==> src/rtl/zbus_pkg.sv <==
// Shared definitions for the ZX-bus initiator.
// - Command type codes as carried on cmd_type.
// - FSM state encoding (IDLE, T1, T2, TW, T3).
// - T-state phase helpers: half point and last fclk of a T-state.
package zbus_pkg;

    // cmd_type encoding: bit 1 selects IO space, bit 0 selects write
    localparam logic [1:0] CmdMemRd = 2'b00;
    localparam logic [1:0] CmdMemWr = 2'b01;
    localparam logic [1:0] CmdIoRd  = 2'b10;
    localparam logic [1:0] CmdIoWr  = 2'b11;

    localparam logic [2:0] StIdle = 3'd0;
    localparam logic [2:0] StT1   = 3'd1;
    localparam logic [2:0] StT2   = 3'd2;
    localparam logic [2:0] StTw   = 3'd3;
    localparam logic [2:0] StT3   = 3'd4;

    function automatic logic cmd_is_io(input logic [1:0] t);
        return t[1];
    endfunction

    function automatic logic cmd_is_wr(input logic [1:0] t);
        return t[0];
    endfunction

    function automatic int unsigned tstate_half(input int unsigned tdiv);
        return tdiv / 2;
    endfunction

    function automatic int unsigned tstate_last(input int unsigned tdiv);
        return tdiv - 1;
    endfunction

endpackage

==> src/rtl/zbus_tcnt.sv <==
// T-state divider: counts fclk cycles 0..TDIV-1 within one Z80 T-state.
// Ports:
//   fclk, zrst_n  clock / async active-low reset
//   clr           hold the counter at 0 (bus idle)
//   jump          load the half point next (timeout skip into T3 mid)
//   tc_next       next counter value (lets the owner register glitch-free strobes)
//   t_pre_mid     current fclk is the last one before the half point
//   t_mid         current fclk is the half point
//   t_last        current fclk is the last of the T-state
module zbus_tcnt
    import zbus_pkg::*;
#(
    parameter int unsigned TDIV = 4,
    parameter int unsigned CW   = $clog2(TDIV)
) (
    input  logic          fclk,
    input  logic          zrst_n,
    input  logic          clr,
    input  logic          jump,
    output logic [CW-1:0] tc_next,
    output logic          t_pre_mid,
    output logic          t_mid,
    output logic          t_last
);

    localparam logic [CW-1:0] HalfTc = CW'(tstate_half(TDIV));
    localparam logic [CW-1:0] LastTc = CW'(tstate_last(TDIV));

    logic [CW-1:0] tc_q, tc_d;

    always_comb begin
        tc_d = tc_q + 1'b1;
        if (clr) begin
            tc_d = '0;
        end else if (jump) begin
            tc_d = HalfTc;
        end else if (tc_q == LastTc) begin
            tc_d = '0;
        end
    end

    always_ff @(posedge fclk or negedge zrst_n) begin
        if (!zrst_n) begin
            tc_q <= '0;
        end else begin
            tc_q <= tc_d;
        end
    end

    assign tc_next   = tc_d;
    assign t_pre_mid = (tc_q == HalfTc - 1'b1);
    assign t_mid     = (tc_q == HalfTc);
    assign t_last    = (tc_q == LastTc);

endmodule

==> src/rtl/zbus_master.sv <==
// Z80-side ZX-bus initiator: runs one MREQ/IORQ read or write cycle per command.
// Ports:
//   fclk, zrst_n                    clock / async active-low reset
//   cmd_req/type/addr/wrdata        command in, accepted only when idle
//   cmd_ack                         pulse in the cycle the command is latched
//   rsp_valid/rddata/ioge/tmo       completion pulse and held response fields
//   busy                            a bus cycle is in progress
//   za, zd_out, zd_oe, zd_in        address and data bus
//   zmreq_n, ziorq_n, zrd_n, zwr_n  registered bus strobes
//   zwait_n, ziorqge                wait request (synchronised) and IO claim
module zbus_master
    import zbus_pkg::*;
#(
    parameter int unsigned TDIV     = 4,
    parameter int unsigned WAIT_MAX = 16
) (
    input  logic        fclk,
    input  logic        zrst_n,
    input  logic        cmd_req,
    input  logic [1:0]  cmd_type,
    input  logic [15:0] cmd_addr,
    input  logic [7:0]  cmd_wrdata,
    output logic        cmd_ack,
    output logic        rsp_valid,
    output logic [7:0]  rsp_rddata,
    output logic        rsp_ioge,
    output logic        rsp_tmo,
    output logic        busy,
    output logic [15:0] za,
    output logic [7:0]  zd_out,
    output logic        zd_oe,
    input  logic [7:0]  zd_in,
    output logic        zmreq_n,
    output logic        ziorq_n,
    output logic        zrd_n,
    output logic        zwr_n,
    input  logic        zwait_n,
    input  logic        ziorqge
);

    localparam int unsigned     CW     = $clog2(TDIV);
    localparam logic [CW-1:0]   HalfTc = CW'(tstate_half(TDIV));

    logic [2:0]    state_q, state_d;
    logic [1:0]    type_q, type_d;
    logic [15:0]   za_q, za_d;
    logic [7:0]    wdat_q, wdat_d;
    logic          go_tw_q, go_tw_d;
    logic [4:0]    wcnt_q, wcnt_d;
    logic          tmo_q, tmo_d;
    logic [7:0]    cap_data_q, cap_data_d;
    logic          cap_ioge_q, cap_ioge_d;
    logic          mreq_n_q, mreq_n_d, iorq_n_q, iorq_n_d;
    logic          rd_n_q, rd_n_d, wr_n_q, wr_n_d, oe_q, oe_d;
    logic          rsp_valid_q, rsp_valid_d, rsp_ioge_q, rsp_ioge_d, rsp_tmo_q, rsp_tmo_d;
    logic [7:0]    rsp_rddata_q, rsp_rddata_d;
    logic          wait_s1_q, wait_s2_q;

    logic [CW-1:0] tc_next;
    logic          t_pre_mid, t_mid, t_last;
    logic          abort, wait_low, is_io, is_wr;
    logic          lo_half, t1_hi, t2_tw, t3_lo, act;

    zbus_tcnt #(
        .TDIV (TDIV),
        .CW   (CW)
    ) u_tcnt (
        .fclk      (fclk),
        .zrst_n    (zrst_n),
        .clr       (state_q == StIdle),
        .jump      (abort),
        .tc_next   (tc_next),
        .t_pre_mid (t_pre_mid),
        .t_mid     (t_mid),
        .t_last    (t_last)
    );

    assign wait_low = !wait_s2_q;
    assign is_io    = cmd_is_io(type_q);
    assign is_wr    = cmd_is_wr(type_q);

    // Cycle sequencing, wait accounting and response generation.
    always_comb begin
        state_d      = state_q;
        type_d       = type_q;
        za_d         = za_q;
        wdat_d       = wdat_q;
        go_tw_d      = go_tw_q;
        wcnt_d       = wcnt_q;
        tmo_d        = tmo_q;
        abort        = 1'b0;
        cmd_ack      = 1'b0;
        rsp_valid_d  = 1'b0;
        rsp_rddata_d = rsp_rddata_q;
        rsp_ioge_d   = rsp_ioge_q;
        rsp_tmo_d    = rsp_tmo_q;
        case (state_q)
            StIdle: begin
                if (cmd_req) begin
                    cmd_ack = 1'b1;
                    state_d = StT1;
                    type_d  = cmd_type;
                    za_d    = cmd_addr;
                    wdat_d  = cmd_wrdata;
                    go_tw_d = 1'b0;
                    wcnt_d  = '0;
                    tmo_d   = 1'b0;
                end
            end
            StT1: begin
                if (t_last) state_d = StT2;
            end
            StT2: begin
                // IO cycles skip the T2 sample: their first TW is unconditional.
                if (t_mid && !is_io) begin
                    go_tw_d = wait_low;
                    if (wait_low && wcnt_q != 5'h1f) wcnt_d = wcnt_q + 5'd1;
                end
                if (t_last) state_d = (is_io || go_tw_d) ? StTw : StT3;
            end
            StTw: begin
                // Too many extra waits: cut this TW at its half point and land on T3 mid.
                if (32'(wcnt_q) > WAIT_MAX && t_pre_mid) begin
                    abort   = 1'b1;
                    tmo_d   = 1'b1;
                    state_d = StT3;
                end else begin
                    if (t_mid) begin
                        go_tw_d = wait_low;
                        if (wait_low && wcnt_q != 5'h1f) wcnt_d = wcnt_q + 5'd1;
                    end
                    if (t_last) state_d = go_tw_d ? StTw : StT3;
                end
            end
            StT3: begin
                if (t_last) begin
                    state_d     = StIdle;
                    rsp_valid_d = 1'b1;
                    rsp_tmo_d   = tmo_q;
                    rsp_ioge_d  = is_io && cap_ioge_q;
                    if (!is_wr) rsp_rddata_d = tmo_q ? 8'hFF : cap_data_q;
                end
            end
            default: state_d = StIdle;
        endcase
    end

    // Strobes are a function of the next (state, tc) so they come straight from flops.
    always_comb begin
        lo_half    = (tc_next < HalfTc);
        t1_hi      = (state_d == StT1) && !lo_half;
        t2_tw      = (state_d == StT2) || (state_d == StTw);
        t3_lo      = (state_d == StT3) && lo_half;
        act        = is_io ? (t2_tw || t3_lo) : (t1_hi || t2_tw || t3_lo);
        mreq_n_d   = !(act && !is_io);
        iorq_n_d   = !(act && is_io);
        rd_n_d     = !(act && !is_wr);
        wr_n_d     = !(act && is_wr);
        oe_d       = is_wr && (t1_hi || t2_tw || (state_d == StT3));
        // Sample on the last fclk before T3 mid (also covers the timeout jump).
        cap_data_d = cap_data_q;
        cap_ioge_d = cap_ioge_q;
        if (state_d == StT3 && tc_next == HalfTc) begin
            cap_data_d = zd_in;
            cap_ioge_d = ziorqge;
        end
    end

    always_ff @(posedge fclk or negedge zrst_n) begin
        if (!zrst_n) begin
            state_q      <= StIdle;
            type_q       <= CmdMemRd;
            za_q         <= '0;
            wdat_q       <= '0;
            go_tw_q      <= 1'b0;
            wcnt_q       <= '0;
            tmo_q        <= 1'b0;
            cap_data_q   <= '0;
            cap_ioge_q   <= 1'b0;
            mreq_n_q     <= 1'b1;
            iorq_n_q     <= 1'b1;
            rd_n_q       <= 1'b1;
            wr_n_q       <= 1'b1;
            oe_q         <= 1'b0;
            rsp_valid_q  <= 1'b0;
            rsp_rddata_q <= '0;
            rsp_ioge_q   <= 1'b0;
            rsp_tmo_q    <= 1'b0;
            wait_s1_q    <= 1'b1;
            wait_s2_q    <= 1'b1;
        end else begin
            state_q      <= state_d;
            type_q       <= type_d;
            za_q         <= za_d;
            wdat_q       <= wdat_d;
            go_tw_q      <= go_tw_d;
            wcnt_q       <= wcnt_d;
            tmo_q        <= tmo_d;
            cap_data_q   <= cap_data_d;
            cap_ioge_q   <= cap_ioge_d;
            mreq_n_q     <= mreq_n_d;
            iorq_n_q     <= iorq_n_d;
            rd_n_q       <= rd_n_d;
            wr_n_q       <= wr_n_d;
            oe_q         <= oe_d;
            rsp_valid_q  <= rsp_valid_d;
            rsp_rddata_q <= rsp_rddata_d;
            rsp_ioge_q   <= rsp_ioge_d;
            rsp_tmo_q    <= rsp_tmo_d;
            wait_s1_q    <= zwait_n;
            wait_s2_q    <= wait_s1_q;
        end
    end

    assign busy       = (state_q != StIdle);
    assign za         = za_q;
    assign zd_out     = wdat_q;
    assign zd_oe      = oe_q;
    assign zmreq_n    = mreq_n_q;
    assign ziorq_n    = iorq_n_q;
    assign zrd_n      = rd_n_q;
    assign zwr_n      = wr_n_q;
    assign rsp_valid  = rsp_valid_q;
    assign rsp_rddata = rsp_rddata_q;
    assign rsp_ioge   = rsp_ioge_q;
    assign rsp_tmo    = rsp_tmo_q;

endmodule
==> config.mk <==
export PLATFORM = sky130hd
export DESIGN_NAME = zbus_master
export DESIGN_NICKNAME = d
export VERILOG_FILES = /design/src/rtl/zbus_pkg.sv /design/src/rtl/zbus_tcnt.sv /design/src/rtl/zbus_master.sv
export SDC_FILE = /design/constraint.sdc
export NUM_CORES = 1
export LEC_CHECK = 0
export ABC_CLOCK_PERIOD_IN_PS = 2210
export CORE_MARGIN = 2
export CORE_UTILIZATION = 48
export DETAILED_ROUTE_END_ITERATION = 10
export GPL_TIMING_DRIVEN = 0
export PLACE_DENSITY = 0.86
export SKIP_LAST_GASP = 1
export SYNTH_ARGS = -nofsm -noshare
export SYNTH_HDL_FRONTEND = slang
export SYNTH_SLANG_ARGS = --single-unit
==> constraint.sdc <==
create_clock -name fclk -period 2.21 [get_ports fclk]
set_input_delay 0.221 -clock fclk [delete_from_list [all_inputs] [get_ports fclk]]
set_output_delay 0.221 -clock fclk [all_outputs]
set_load 0.03 [all_outputs]
==> results.md <==
* CTS H-tree depth at 3
* Logic pwr share at 47.9%
* Routed WL at 6230 um
* Critical path arrival at 1.84 ns
* Slowest stage delay, CP at 0.60 ns
* Clock period minus worst slack at 2.06 ns
* Worst Max-Slew Pin Slew at 0.800 ns
* Clk network pwr share at 19.1%
* Placed instance area at 3820 um2
* Element type at the critical path end: output port
* Area growth syn-to-layout at 38.6%
* Port buffer count at 80
* Finish-stage setup viols at 0
* Ys flop type: dfrtp_1
* CTS buffer count at 9
* Max Fclk at just under 500 MHz
* Grt ovf at 0
* Worst-skew pair later-pin latency at 0.34 ns
* Yosys warnings at 0
* Final worst slack at 0.149 ns
* Outcome: complete, no violations
* Sw Share at around two fifths
* GRT Total Usage at 20.1%
* CP top delay family: buffers and inverters
* Pins Over Slew Limit at 0
* Max IR drop VDD at 1.01 mV
* EDFF count, synth at 0
* Vias in the first global route at 2,079
* Min-Delay Endpoint: wait_s1_q$_DFF_PN1_
* Synth async-reset ratio at 100%
* Initial detailed-routing violation count at 81
* Synthesized instance count at 237
* Layout Nets at between 300 and 400
* Final-report hold violation count at 0
* Pint at 3690 uW
* Synth Net Count at 282
* Reg-to-reg slack, setup at 0.19 ns
* Root buf cell: clkbuf_8
* Global-route wire length before repair at 9980 um
* Post-synthesis register bit count at 65
* Syn_area_per_cell at 12.4 um2
* Clk sinks at 65
* Max Root-Sink Buffers at 2
* Post-Layout Inst Area at 4060 um2
* Worst path cell trace: buf_6, nor3_2, inv_1, clkdlybuf4s50_1
* Synth area leaders: dfrtp_1 50%, mux2_1 8.8%, dfstp_2 5.4%, mux2_4 4.6%, nor2_1 3.3%
* Pleak at 0.00181 uW
* Filler Cells Inserted at 436
* Area share of the largest cell type after synthesis at between 50% and 60%
* RePlAce Congestion at 0.919
* CTS tree: done
* Net Sw Power at roughly 2400 uW
* MaxCap Viol Count at 0
* Startpoint types: flop
* DIE AREA at between 6000 and 7000 um2
* Core Region at 5920 um2
* Initial antenna violation count at 0
* Crit path depth at 4
* R2r startpoint: u_tcnt.tc_q[0]$_DFF_PN0_
* Worst EP required at a little under 2 ns
* Hold Path Cell Cnt at 1
* FF-to-FF End: cap_ioge_q$_DFFE_PN0P_
* Setup Skew at between 0.007 and 0.008 ns
* DRC at 0
* HP Start: zwait_n
* Vias at 2,125
* Row count at 28
* Leading area contributor after synthesis: dfrtp_1
* Die W at ~82 um
* Register-to-Register Path Depth at 7
* Detailed Routing Iterations Pass 1 at 4
* Initial Util at 49.5%
* Dpl hpwl at between 4000 and 5000 um
* Final ANT Viol Nets at 0
* Relative slew slack at 46.7%
* Slowest-stage cell, CP: clkdlybuf4s50_1
* Largest net degree at the start of global routing at 66
* Setup CP Type: flop to output port
* Placement Setup Slack at -0.0229 ns
* Clk slew on worst S/H paths at roughly 0.070 ns
* Register share of total power at about a third
* Number of antenna diodes at 0
* Unrepaired setup endpoints after global routing: no
* CP Buf/Inv Count at 3
* Die height at between 80 and 90 um
* Synth cell types at 51
* Post-Syn Area at slightly below 3000 um2
* Avg WL per Cell at roughly 15 um
* Seq/Total Area, Yosys at a little under three fifths
* Critical Path Fanout Max at 10
* Setup Buffers After CTS at 0
* Drt via density at between 5 and 6
* PD cells at ~1500 nW/um2
* Fin crit share at between 90% and 100%
* Fraction of layout cells with a size suffix above 1 at 18.0%
* Io pins at 81
* Worst hold path type: input port to flop
-- what timing repair did --
action                     in CTS  in global routing
pin swaps                       0                  0
gates resized for setup         3                  1
hold endpoints to repair       40                  0
setup endpoints to repair       1                  1
hold buffers                    1                  0
-- registers in the layout, indices dropped and copies added (netlist names) --
| signal | count |
|---|---|
| cap_ioge_q | 1 |
| rsp_ioge | 1 |
| wait_s1_q | 1 |
| zd_oe | 1 |
| u_tcnt.tc_q | 2 |
| rsp_rddata | 8 |
| cap_data_q | 8 |
| state_q | 3 |
| wcnt_q | 5 |
| wait_s2_q | 1 |
| rsp_tmo | 1 |
| zd_out | 8 |
| type_q | 2 |
| rsp_valid | 1 |
| za | 16 |
| go_tw_q | 1 |
| zrd_n | 1 |
| tmo_q | 1 |
| zmreq_n | 1 |
| ziorq_n | 1 |
| zwr_n | 1 |
-- cell usage in the layout (no fill, tap or decap), drive strengths merged, types with 4 or more instances in the layout --
cell type,instances
nand3,9
and2,4
inv,11
nor3,5
nand2,15
nor2,27
clkdlybuf4s50,78
mux2,35
ha,6
a21oi,17
clkbuf,13
buf,8
o21ai,8
dfrtp,59
dfstp,6
-- power groups by stage --
stage / Combinational (uW) / Clock (uW) / Sequential [uW]
floorplan: 1200 / 0 / 2620
global placement: 2840 / 0 / 1990
detailed placement: 2890 / 0 / 2010
CTS: 2910 / 1180 / 2000
global route: 3110 / 1220 / 2060
finish: 2890 / 1150 / 2000
-- cell usage after synthesis, types with 2 or more instances --
cell     instances
a21oi_1         16
and2_1           3
and2b_1          2
and3_1           2
buf_2            3
buf_4            3
buf_6            2
dfrtp_1         59
dfstp_2          6
ha_1             6
inv_1           10
mux2_1          23
mux2_2           3
mux2_4           9
nand2_1         14
nand3_1          6
nand3_4          2
nor2_1          26
nor3_1           3
o21ai_0          6
o21ai_1          2
xnor2_1          2
-- stage by stage --
step,cells,hold WS (ns),TNS (ns),utilization (%),power [uW]
2_1_floorplan,237,-0.0746,0,-,3810
3_3_place_gp,392,0.346,-74.41,64.6,4830
3_5_place_dp,392,0.347,-0.0229,64.6,4910
4_1_cts,408,0.270,0,68.6,6090
5_1_grt,408,0.278,0,68.6,6400
6_report,408,0.283,0,68.6,6040
-- area by class of cell --
cell class / instances / area, um2 / area share (%)
Timing Repair Buffer: 81 / 810 / 19.9
Clock inverter: 4 / 76.3 / 1.88
Sequential cell: 65 / 1630 / 40.2
Buffer: 8 / 58.8 / 1.45
Multi-Input combinational cell: 152 / 1190 / 29.3
Inverter: 11 / 43.8 / 1.08
Clock buffer: 12 / 155 / 3.82
Tap cell: 75 / 93.8 / 2.31
-- routing by layer --
metal / up-vias / GRT usage, % / share of wire, %
met4: 0 / 9.00 / 1.9
met2: 82 / 31.8 / 49
li1: 1000 / - / -
met5: - / 0 / 0
met1: 1028 / 25.1 / 42
met3: 15 / 6.96 / 7.2
-- how the worst max path moves through the flow --
stage,start,to,slack (ns)
2_1_floorplan,wcnt_q[0]$_DFFE_PN0P_,wcnt_q[2]$_DFFE_PN0P_,0.34
3_3_place_gp,zrst_n,zd_out[3]$_DFFE_PN0P_,-1.21
3_5_place_dp,state_q[0]$_DFF_PN0_,cmd_ack,-0.02
4_1_cts,state_q[0]$_DFF_PN0_,cmd_ack,0.07
5_1_grt,state_q[0]$_DFF_PN0_,cmd_ack,0.01
6_report,state_q[0]$_DFF_PN0_,busy,0.15
-- cells by family after synthesis --
group	Yosys count	share of synthesized area (%)
flip-flops	65	55.7
buffers and inverters	20	3.58
AND/OR/NAND/NOR	72	14.3
XOR/XNOR	2	0.598
AO/OA/AOI/OAI	37	8.62
multiplexers	35	14.6
adder cells (fa/ha/maj)	6	2.56
Note: power is estimated with default switching activity, not from simulation.
